File: config.mk
export PLATFORM = sky130hd
export DESIGN_NAME = fp_expand_seq
export DESIGN_NICKNAME = d
export VERILOG_FILES = /design/src/rtl/fp_expand_seq.sv
export SDC_FILE = /design/constraint.sdc
export NUM_CORES = 1
export LEC_CHECK = 0
export ABC_CLOCK_PERIOD_IN_PS = 2700
export BUFFER_PORTS_ARGS = -buffer_cell sky130_fd_sc_hd__buf_2
export CAP_MARGIN = 20
export CORE_ASPECT_RATIO = 0.7
export CORE_MARGIN = 4
export CORE_UTILIZATION = 52
export CTS_BUF_LIST = sky130_fd_sc_hd__clkbuf_2
export DETAILED_ROUTE_END_ITERATION = 7
export PLACE_DENSITY = 0.82
export SLEW_MARGIN = 5
export SYNTH_ARGS = -nofsm -noshare
export SYNTH_HDL_FRONTEND = slang
export SYNTH_SLANG_ARGS = --single-unit
File: constraint.sdc
create_clock -name clk -period 2.7 [get_ports clk]
set_input_delay 0.405 -clock clk [delete_from_list [all_inputs] [get_ports clk]]
set_output_delay 0.405 -clock clk [all_outputs]
set_load 0.05 [all_outputs]
File: src/rtl/fp_expand_seq.sv
// Rebuilds the integer value (-1)^S * F * 2^E of a packed {S, E, F} float as an
// OUT_W-bit two's complement word, using one left shift per clock.
module fp_expand_seq #(
  parameter int EXP_W = 3,
  parameter int MAN_W = 5,
  parameter int OUT_W = 13
) (
  input  logic             clk,
  input  logic             rst,
  input  logic             in_valid,
  output logic             in_ready,
  input  logic             in_s,
  input  logic [EXP_W-1:0] in_e,
  input  logic [MAN_W-1:0] in_f,
  output logic             out_valid,
  input  logic             out_ready,
  output logic [OUT_W-1:0] out_d,
  output logic             out_zero,
  output logic             busy
);

  typedef enum logic [1:0] {
    ST_IDLE,
    ST_SHIFT,
    ST_SIGN,
    ST_DONE
  } state_t;

  state_t             r_state;
  logic               r_s;
  logic [OUT_W-2:0]   r_mag;
  logic [EXP_W-1:0]   r_cnt;
  logic               r_in_ready;
  logic               r_out_valid;
  logic [OUT_W-1:0]   r_out_d;
  logic               r_out_zero;
  logic               r_busy;

  logic [OUT_W-2:0]   w_f_ext;
  logic [OUT_W-1:0]   w_mag_ext;
  logic [OUT_W-1:0]   w_signed;

  // The magnitude keeps one spare top bit so the negated value can never wrap.
  assign w_f_ext   = {{(OUT_W-1-MAN_W){1'b0}}, in_f};
  assign w_mag_ext = {1'b0, r_mag};
  assign w_signed  = r_s ? (~w_mag_ext + 1'b1) : w_mag_ext;

  // NOTE: every state register is written with <= so all of them update from
  // the same pre-edge values; a blocking = here would create ordering races.
  always_ff @(posedge clk) begin
    if (rst) begin
      r_state     <= ST_IDLE;
      r_s         <= 1'b0;
      r_mag       <= '0;
      r_cnt       <= '0;
      r_in_ready  <= 1'b1;
      r_out_valid <= 1'b0;
      r_out_d     <= '0;
      r_out_zero  <= 1'b0;
      r_busy      <= 1'b0;
    end else begin
      case (r_state)
        ST_IDLE: begin
          if (in_valid && r_in_ready) begin
            r_s        <= in_s;
            r_mag      <= w_f_ext;
            r_cnt      <= in_e;
            r_in_ready <= 1'b0;
            r_busy     <= 1'b1;
            r_state    <= (in_e != '0) ? ST_SHIFT : ST_SIGN;
          end
        end
        ST_SHIFT: begin
          r_mag <= r_mag << 1;
          r_cnt <= r_cnt - 1'b1;
          if (r_cnt == EXP_W'(1)) begin
            r_state <= ST_SIGN;
          end
        end
        ST_SIGN: begin
          r_out_d     <= w_signed;
          r_out_zero  <= (r_mag == '0);
          r_out_valid <= 1'b1;
          r_state     <= ST_DONE;
        end
        ST_DONE: begin
          // out_d and out_zero are untouched here, so they hold under backpressure.
          if (out_ready) begin
            r_out_valid <= 1'b0;
            r_in_ready  <= 1'b1;
            r_busy      <= 1'b0;
            r_state     <= ST_IDLE;
          end
        end
        default: begin
          r_state     <= ST_IDLE;
          r_in_ready  <= 1'b1;
          r_out_valid <= 1'b0;
          r_busy      <= 1'b0;
        end
      endcase
    end
  end

  assign in_ready  = r_in_ready;
  assign out_valid = r_out_valid;
  assign out_d     = r_out_d;
  assign out_zero  = r_out_zero;
  assign busy      = r_busy;

endmodule
After elaboration in Yosys (flattened, before gate mapping)
Cells that the tools add are included.

Add/sub/neg operators: 2. Equal/unequal tests: 7. Multiplexer cells: 17. Bitwise operators: 1. Reduce and logical (&&, ||, !) cells: 12.

Operator list (number): $pmux W12 S2 (1); $add A13 B1 Y13 const B (1); $mux W13 (1); $not A12 Y13 (1); $logic_not A12 Y1 (1); $mux W12 (1); $mux W2 (4); $pmux W2 S4 (1); $ne A2 B2 Y1 const B (3); $pmux W1 S2 (3); $pmux W3 S2 (1); $reduce_and A2 Y1 (3); $reduce_and A3 Y1 (2); $reduce_bool A2 Y1 (3); $eq A2 B2 Y1 const B (2); $mux W1 (4); $eq A3 B1 Y1 const B (1); $mux W3 (1); $reduce_bool A3 Y1 (1); $sub A3 B1 Y3 const B (1); $eq A2 B1 Y1 const B (1); $logic_not A2 Y1 (1); $logic_and A1 B1 Y1 (1).

Register bits after elaboration: 35. Input bits: 13. Logic and storage cells: 48.

Longest topological paths before layout
Gate-level depths: netlist of the first run.

Depth in word-level cells: 4. Depth in mapped cells: 8. Mapped depth without buffers: 6.

Least setup slack after synthesis of the first run
No wires, ideal clock.

Path type: register to register. Start point: register r_in_ready (netlist: in_ready). End point: register r_state[0]. Library setup time: 0.128 ns. Data arrival time: 1.535 ns. Data required time: 2.572 ns. Path slack: 1.038 ns. Stages on the path, launching flop included: 5. Clock period less this slack: 1.662 ns. Cell sequence: dfxtp_1 a21boi_0 a221oi_1 mux2i_1 nor2_1.

Longest elaborated chain between the ends: 3.

Ends and longest elaborated chain: start: declaration (RTL line 33) `logic r_in_ready;`; start signal: assignment (RTL line 56) `r_in_ready <= 1'b1;`; start signal: assignment (RTL line 68) `r_in_ready <= 1'b0;`; start signal: assignment (RTL line 90) `r_in_ready <= 1'b1;`; $logic_and A1 B1 Y1 (RTL line 64) `if (in_valid && r_in_ready) begin`; $ne A2 B2 Y1 (no source line); $reduce_and A3 Y1 (no source line); end signal: assignment (RTL line 70) `r_state <= (in_e != '0) ? ST_SHIFT : ST_SIGN;`; end: declaration (RTL line 29) `state_t r_state;`.

Every way passes these cells. A chain may end at the register's enable or synchronous reset.

Worst setup path in the final report of the first run
Start point: register r_state[1]. End point: register r_cnt[0].

Longest elaborated chain between the ends: 3. Elaborated cells between the ends (all ways): 6. Those cells by class: eq/ne (2); mux (1); reduce/logical (3).

Ends and longest elaborated chain: $eq A2 B1 Y1 / $logic_not A2 Y1 (equally long branches) (RTL line 62) `case (r_state)`; $reduce_bool A2 Y1 (no source line) / $ne A2 B2 Y1 (equally long branches); $reduce_and A2 Y1 (no source line); end signal: assignment (RTL line 67) `r_cnt <= in_e;`; end signal: assignment (RTL line 75) `r_cnt <= r_cnt - 1'b1;`; end: declaration (RTL line 32) `logic [EXP_W-1:0] r_cnt;`.

Several ways; a longest one is shown, not always the timed one.

==> metrics.txt, run 1 <==
fraction of layout cells with a size suffix above 1 18.94%; worst hold path stage count 3; final setup TNS 0 ns; Final ANT Viol Nets 0; Netlist Area Pre-Place approximately 1700 sq um; critical path endpoint category flip-flop; Mapped Nets ~220; latest clock arrival within the worst-skew pair 0.38 ns; CP Launch Type flip-flop; Die Y between 50 and 60 um; top cells by area, synth dfxtp_1, nor2_1, a211oi_1; VDD IR max 470.2 uV; largest net degree at the start of global routing 40; FFs w/ async S/R, synth 0%; R2R depth 7; Placed Area 1878 sq um; initial DRC count 82; IO buf count 29; Layout Nets 246; run status completed; Post-synth EDFFs 0; Setup Skew approximately 0.022 ns; Max-Cap Viols 0; # fillers between 200 and 300; 1st-pass router iterations 4; io pins 30; total power just under 2 mW; WL per Instance 13.54 um; Rel. slew slack 56.61%; hold_buf cts 0; Via Count 1472; Fin. Hold Viols 0; required time worst endpoint approximately 3 ns; final wirelength roughly 3.6 mm; vias in the first global route 1310; H-tree depth 2; area of the multi-input gates around 920 sq um; # setup viols final 0; average size of a mapped cell ~9 sq um; DPL Wire Length 2.663 mm; first-pass GRT wire length 6.175 mm; routability congestion estimate 0.8500; post-route cell area between 1500 and 2000 sq um; Initial Util 54.80%; power density cells ~1000 nW/um^2; cell count after placement 257; Lkg Pwr 0.7655 nW; fin. max-slew vios 0; hold_ws roughly 0.27 ns; gr ovfl total 0; Ys Warns 0; initial antenna violation count 0; worst-margin pin slew 0.6494 ns; Yosys top cell by area dfxtp_1; Max Root-Sink Buffers 2; vias per cell approximately 5.6; n_diodes 0; Area growth syn-to-layout 10.45%; CTS Sinks 35; DRC 0; All-Layer GR Usage approximately 18%; fmax just over 500 MHz; RSZ-0062 raised after global routing false; CP arrival 2.27 ns; CTS tree yes; Clk Tree Root Cell clkbuf_2; type of the worst setup path reg -> reg; post-CTS sizing 0; Top FF cell, synth dfxtp_1; FF+latch count, synth 35; Synth cell types 45; Post-CTS Repair Setup Buffers 0; Reg area 700.7 sq um; DIE WIDTH 77.07 um; cell count after synthesis ~200; fin crit share 72.96%; clock-pin slew on the worst setup and hold paths about 0.17 ns; Num CTS Buffers 5; R2R setup slack about 0.73 ns; core area 3169 sq um; Post-Layout Cell Count 265; final critical-path required period between 1.5 and 2 ns; sequential fraction of the synthesis area roughly 40%; type of the tightest min-delay check in -> reg; num rows 17; Worst Path Max Fanout 13; full die area 4343 sq um; share of the synthesized area in the top cell type about two fifths
-- worst paths after layout --
check	from	end
max reg2reg	r_state[1]	r_cnt[0]
min	in_s	r_s
min reg2reg	out_d[11]	out_d[11]
max	r_state[1]	r_cnt[0]
-- Yosys cell counts, drive strengths merged (3+ instances only) --
cell,count
o21ai,9
a22oi,7
ha,7
nand2,9
a21oi,10
xnor2,5
buf,6
clkbuf,4
a211oi,12
mux2i,8
inv,12
nor2,37
dfxtp,35
nor3b,3
-- kinds of logic after synthesis --
logic type,count (synthesis),synth area share (%)
adder cells (fa/ha/maj),7,5.043
AO/OA/AOI/OAI,56,23.06
XOR/XNOR,7,3.530
buffers and inverters,22,6.412
flip-flops,35,40.35
AND/OR/NAND/NOR,63,17.00
multiplexers,8,4.611
-- state kept, by name, indices dropped and copies added (netlist names) --
name,cells
out_d,13
r_mag,12
r_cnt,3
r_state,2
busy,1
in_ready,1
out_valid,1
out_zero,1
r_s,1
-- metrics by stage --
stage                     setup WS [ns]  utilization [%]
after floorplan                   1.038                -
after global placement           0.8110            59.26
after detailed placement         0.7993            59.26
after CTS                        0.7476            60.52
after global routing             0.5232            60.52
final                            0.7301            60.52
-- per-layer routing --
metal	global-route usage, %	wire length, um	vias to the layer above
met5	0	0	-
met4	6.091	34	0
met3	5.128	220	5
met2	23.70	1354	39
met1	27.24	1977	660
li1	-	-	768
-- power by group --
group	switching [mW]	internal, mW	leakage [nW]
Combinational	0.636	0.332	0.447
Sequential	0.102	0.625	0.286
Clock	0.169	0.0707	0.0330
Total	0.906	1.03	0.765
-- cell usage in the layout, fill, tap and decap left out, drive strengths merged, types with 2 or more instances in the layout --
| cell | count |
|---|---|
| a211oi | 12 |
| a21boi | 2 |
| a21oi | 10 |
| a221oi | 2 |
| a22oi | 7 |
| a31oi | 2 |
| buf | 31 |
| clkbuf | 7 |
| dfxtp | 35 |
| ha | 7 |
| inv | 12 |
| mux2i | 8 |
| nand2 | 9 |
| nand2b | 2 |
| nand3 | 2 |
| nor2 | 37 |
| nor3b | 3 |
| nor4 | 2 |
| o21ai | 9 |
| o311ai | 2 |
| or3 | 2 |
| or4 | 2 |
| xnor2 | 5 |
| xor2 | 2 |
-- worst max-delay path, stage by stage (launching register included) --
cell and delay (ns):
dfxtp_1 0.38, inv_1 0.09, ha_1 0.43, inv_1 0.22, o21ai_1 0.20, buf_4 0.20
o21ai_0 0.10, a221oi_1 0.29
-- area by class of cell --
class | count | area share, %
Clock buffer | 7 | 1.826
Clock inverter | 1 | 0.2609
Inverter | 12 | 2.348
Multi-Input combinational cell | 141 | 48.21
Sequential cell | 35 | 36.53
Tap cell | 38 | 2.479
Timing Repair Buffer | 31 | 8.350
Power figures use the tool's default switching activity.
==> run 2, diff against run 1 <==
- ABC_AREA: not set -> 1
- ABC_CLOCK_PERIOD_IN_PS: 2700 -> 1800
- PLACE_DENSITY: 0.82 -> 0.85
- clock period: 2.7 -> 1.8 ns (I/O delays scaled with it)
==> metrics.txt, run 2 <==
post-route cell area 1994 sq um (was 1918 sq um); CTS tree yes (unchanged); Placed Area 1952 sq um (was 1878 sq um); fin. max-slew vios 0 (unchanged); sequential fraction of the synthesis area 39.33% (was 40.35%); vias per cell 5.122 (was 5.555); Cell Chain, Critical Path inv_1, ha_1, nand2_2, nand3_1, inv_1, o21ai_0, a31oi_1 (was inv_1, ha_1, inv_1, o21ai_1, buf_4, o21ai_0, a221oi_1); commonest cells in the netlist nand2_1, dfxtp_1, inv_1, nor2_1, o21ai_0 (was nor2_1, dfxtp_1, a211oi_1, inv_1, a21oi_1); Hold Path End r_cnt[1] (was r_s); Mapped Nets 280 (was 218); gr ovfl total 0 (unchanged); Area growth syn-to-layout 11.94% (was 10.45%); IO buf count 29 (unchanged); most frequent CP cell inv_1 (unchanged); initial DRC count 90 (was 82); hold_buf cts 0 (unchanged); Lkg Pwr 0.9551 nW (was 0.7655 nW); Setup Skew 0.01733 ns (was 0.02165 ns); routability congestion estimate 0.8783 (was 0.8500); Max Root-Sink Buffers 2 (unchanged); RR Endpoint r_state[1] (was r_cnt[0]); worst-margin pin slew 0.4776 ns (was 0.6494 ns); run status completed (unchanged); Worst Path Max Fanout 9 (was 13); Max-Cap Viols 0 (unchanged); FFs w/ async S/R, synth 0% (unchanged); cell count after synthesis 260 (was 198); VDD IR max 875.5 uV (was 470.2 uV); CTS Sinks 35 (unchanged); Num CTS Buffers 5 (unchanged); H-tree depth 2 (unchanged); initial antenna violation count 0 (unchanged); final wirelength 3.905 mm (was 3.587 mm); Initial Util 55.47% (was 54.80%); # setup viols final 0 (unchanged); most frequent cell after synthesis nand2_1 (was nor2_1); CP arrival 1.91 ns (was 2.27 ns); share of the synthesized area in the top cell type 39.33% (was 40.35%); largest net degree at the start of global routing 30 (was 40); DRC 0 (unchanged); CP max-delay cell dfxtp_1 (was ha_1); total power 3.462 mW (was 1.933 mW); fin crit share 88.79% (was 72.96%); fraction of layout cells with a size suffix above 1 15.57% (was 18.94%); R2R setup slack 0.20 ns (was 0.73 ns); num rows 17 (unchanged); vias in the first global route 1551 (was 1310); max reg flops 13 (unchanged); R2R Path Start r_state[0] (was r_state[1]); Top FF cell, synth dfxtp_1 (unchanged); n_diodes 0 (unchanged); Layout Nets 308 (was 246); Worst path max stage delay 0.42 ns (was 0.43 ns); FF+latch count, synth 35 (unchanged); DIE WIDTH 77.96 um (was 77.07 um); Synth cell types 26 (was 45); area of the multi-input gates 897.1 sq um (was 924.6 sq um); All-Layer GR Usage 18.95% (was 17.94%); critical path endpoint category flip-flop (unchanged); type of the worst setup path reg -> reg (unchanged); WL per Instance 11.62 um (was 13.54 um); Die Y 56.98 um (was 56.35 um); DPL Wire Length 2.743 mm (was 2.663 mm); first-pass GRT wire length 6.775 mm (was 6.175 mm); most common cell after layout, fill and taps aside nand2_1 (was nor2_1); final setup TNS 0 ns (unchanged); worst hold path stage count 3 (unchanged); clock-pin slew on the worst setup and hold paths 0.18 ns (was 0.17 ns); 1st-pass router iterations 4 (unchanged); Via Count 1721 (was 1472); type of the tightest min-delay check in -> reg (unchanged); Netlist Area Pre-Place 1782 sq um (was 1737 sq um); commonest non-fill, non-tap cells in the layout nand2_1, dfxtp_1, inv_1, buf_2, nor2_1 (was nor2_1, dfxtp_1, buf_2, inv_1, a211oi_1); Post-CTS Repair Setup Buffers 0 (unchanged); latest clock arrival within the worst-skew pair 0.40 ns (was 0.38 ns); Fin. Hold Viols 0 (unchanged); Ys Warns 0 (unchanged); core area 3212 sq um (was 3169 sq um); full die area 4442 sq um (was 4343 sq um); CP Launch Type flip-flop (unchanged); top cells by area, synth dfxtp_1, nand2_1, o21ai_0 (was dfxtp_1, nor2_1, a211oi_1); average size of a mapped cell 6.853 sq um (was 8.771 sq um); Post-synth EDFFs 0 (unchanged); hold_sp in_e[1] (was in_s); Reg area 700.7 sq um (unchanged); R2R depth 7 (unchanged); Yosys top cell by area dfxtp_1 (unchanged); Rel. slew slack 68.13% (was 56.61%); RSZ-0062 raised after global routing false (unchanged); post-CTS sizing 0 (unchanged); # fillers 300 (was 295); Final ANT Viol Nets 0 (unchanged); io pins 30 (unchanged); required time worst endpoint 2.11 ns (was 3.00 ns); final critical-path required period 1.598 ns (was 1.970 ns); fmax 625.7 MHz (was 507.7 MHz); power density cells 1736 nW/um^2 (was 1008 nW/um^2); Clk Tree Root Cell clkbuf_2 (unchanged)
run 2: how the worst max path moves through the flow:
stage,cells past startpoint,end,slack [ns],start
after floorplan,6,r_mag[7],0.38,in_ready
after global placement,7,r_cnt[1],0.33,r_state[0]
after detailed placement,7,r_mag[1],0.25,r_state[1]
after CTS,7,r_mag[1],0.23,r_state[1]
after global routing,7,r_state[1],0.05,r_state[0]
final,7,r_state[1],0.20,r_state[0]
run 2: layout make-up:
type                    count  area share (%)
clock buffers               6           1.506
clock inverters             2          0.6274
inverters                  34           6.399
multi-input cells         180           44.98
flip-flops and latches     35           35.13
well taps                  47           2.949
repair buffers             32           8.407
run 2: through the flow:
stage | worst slack, ns | util [%] | std cells | hold WS [ns]
final | 0.2018 | 62.10 | 336 | 0.1201
after global routing | 0.05373 | 62.10 | 336 | 0.07523
after CTS | 0.2319 | 62.10 | 336 | 0.09985
after detailed placement | 0.2481 | 60.77 | 328 | 0.4523
after global placement | 0.3266 | 60.77 | 328 | 0.4491
after floorplan | 0.3800 | - | 260 | 0.4184
run 2: power by group:
part | leakage [nW] | switching [mW] | total (mW) | internal (mW)
clock | 0.0290 | 0.275 | 0.374 | 0.0989
sequential | 0.286 | 0.158 | 1.15 | 0.994
combinational | 0.640 | 1.37 | 1.94 | 0.566
run 2: cell families (layout without fill, tap and decap cells):
logic type / Yosys count / after routing / synth area share [%]
buffers and inverters: 45 / 74 / 10.32
AOI/OAI and AO/OA: 59 / 59 / 18.26
adders and majority gates: 7 / 7 / 4.916
xor gates and xnor gates: 2 / 2 / 0.9833
DFF: 35 / 35 / 39.33
and+or+nand+nor: 112 / 112 / 26.20
run 2: worst max-delay path: cells and delay by family (launching register included):
family / cells / cell delay (ns)
AO/OA/AOI/OAI: 2 / 0.32
flip-flops: 1 / 0.42
adder cells (fa/ha/maj): 1 / 0.28
buffers and inverters: 2 / 0.21
AND/OR/NAND/NOR: 2 / 0.30
run 2: layer usage:
metal	up-vias	part of all wire (%)	GRT usage (%)
met5	-	0	0
met4	0	2.3	9.726
met3	15	4.5	5.521
met2	45	42	28.54
met1	760	52	24.85
li1	901	-	-
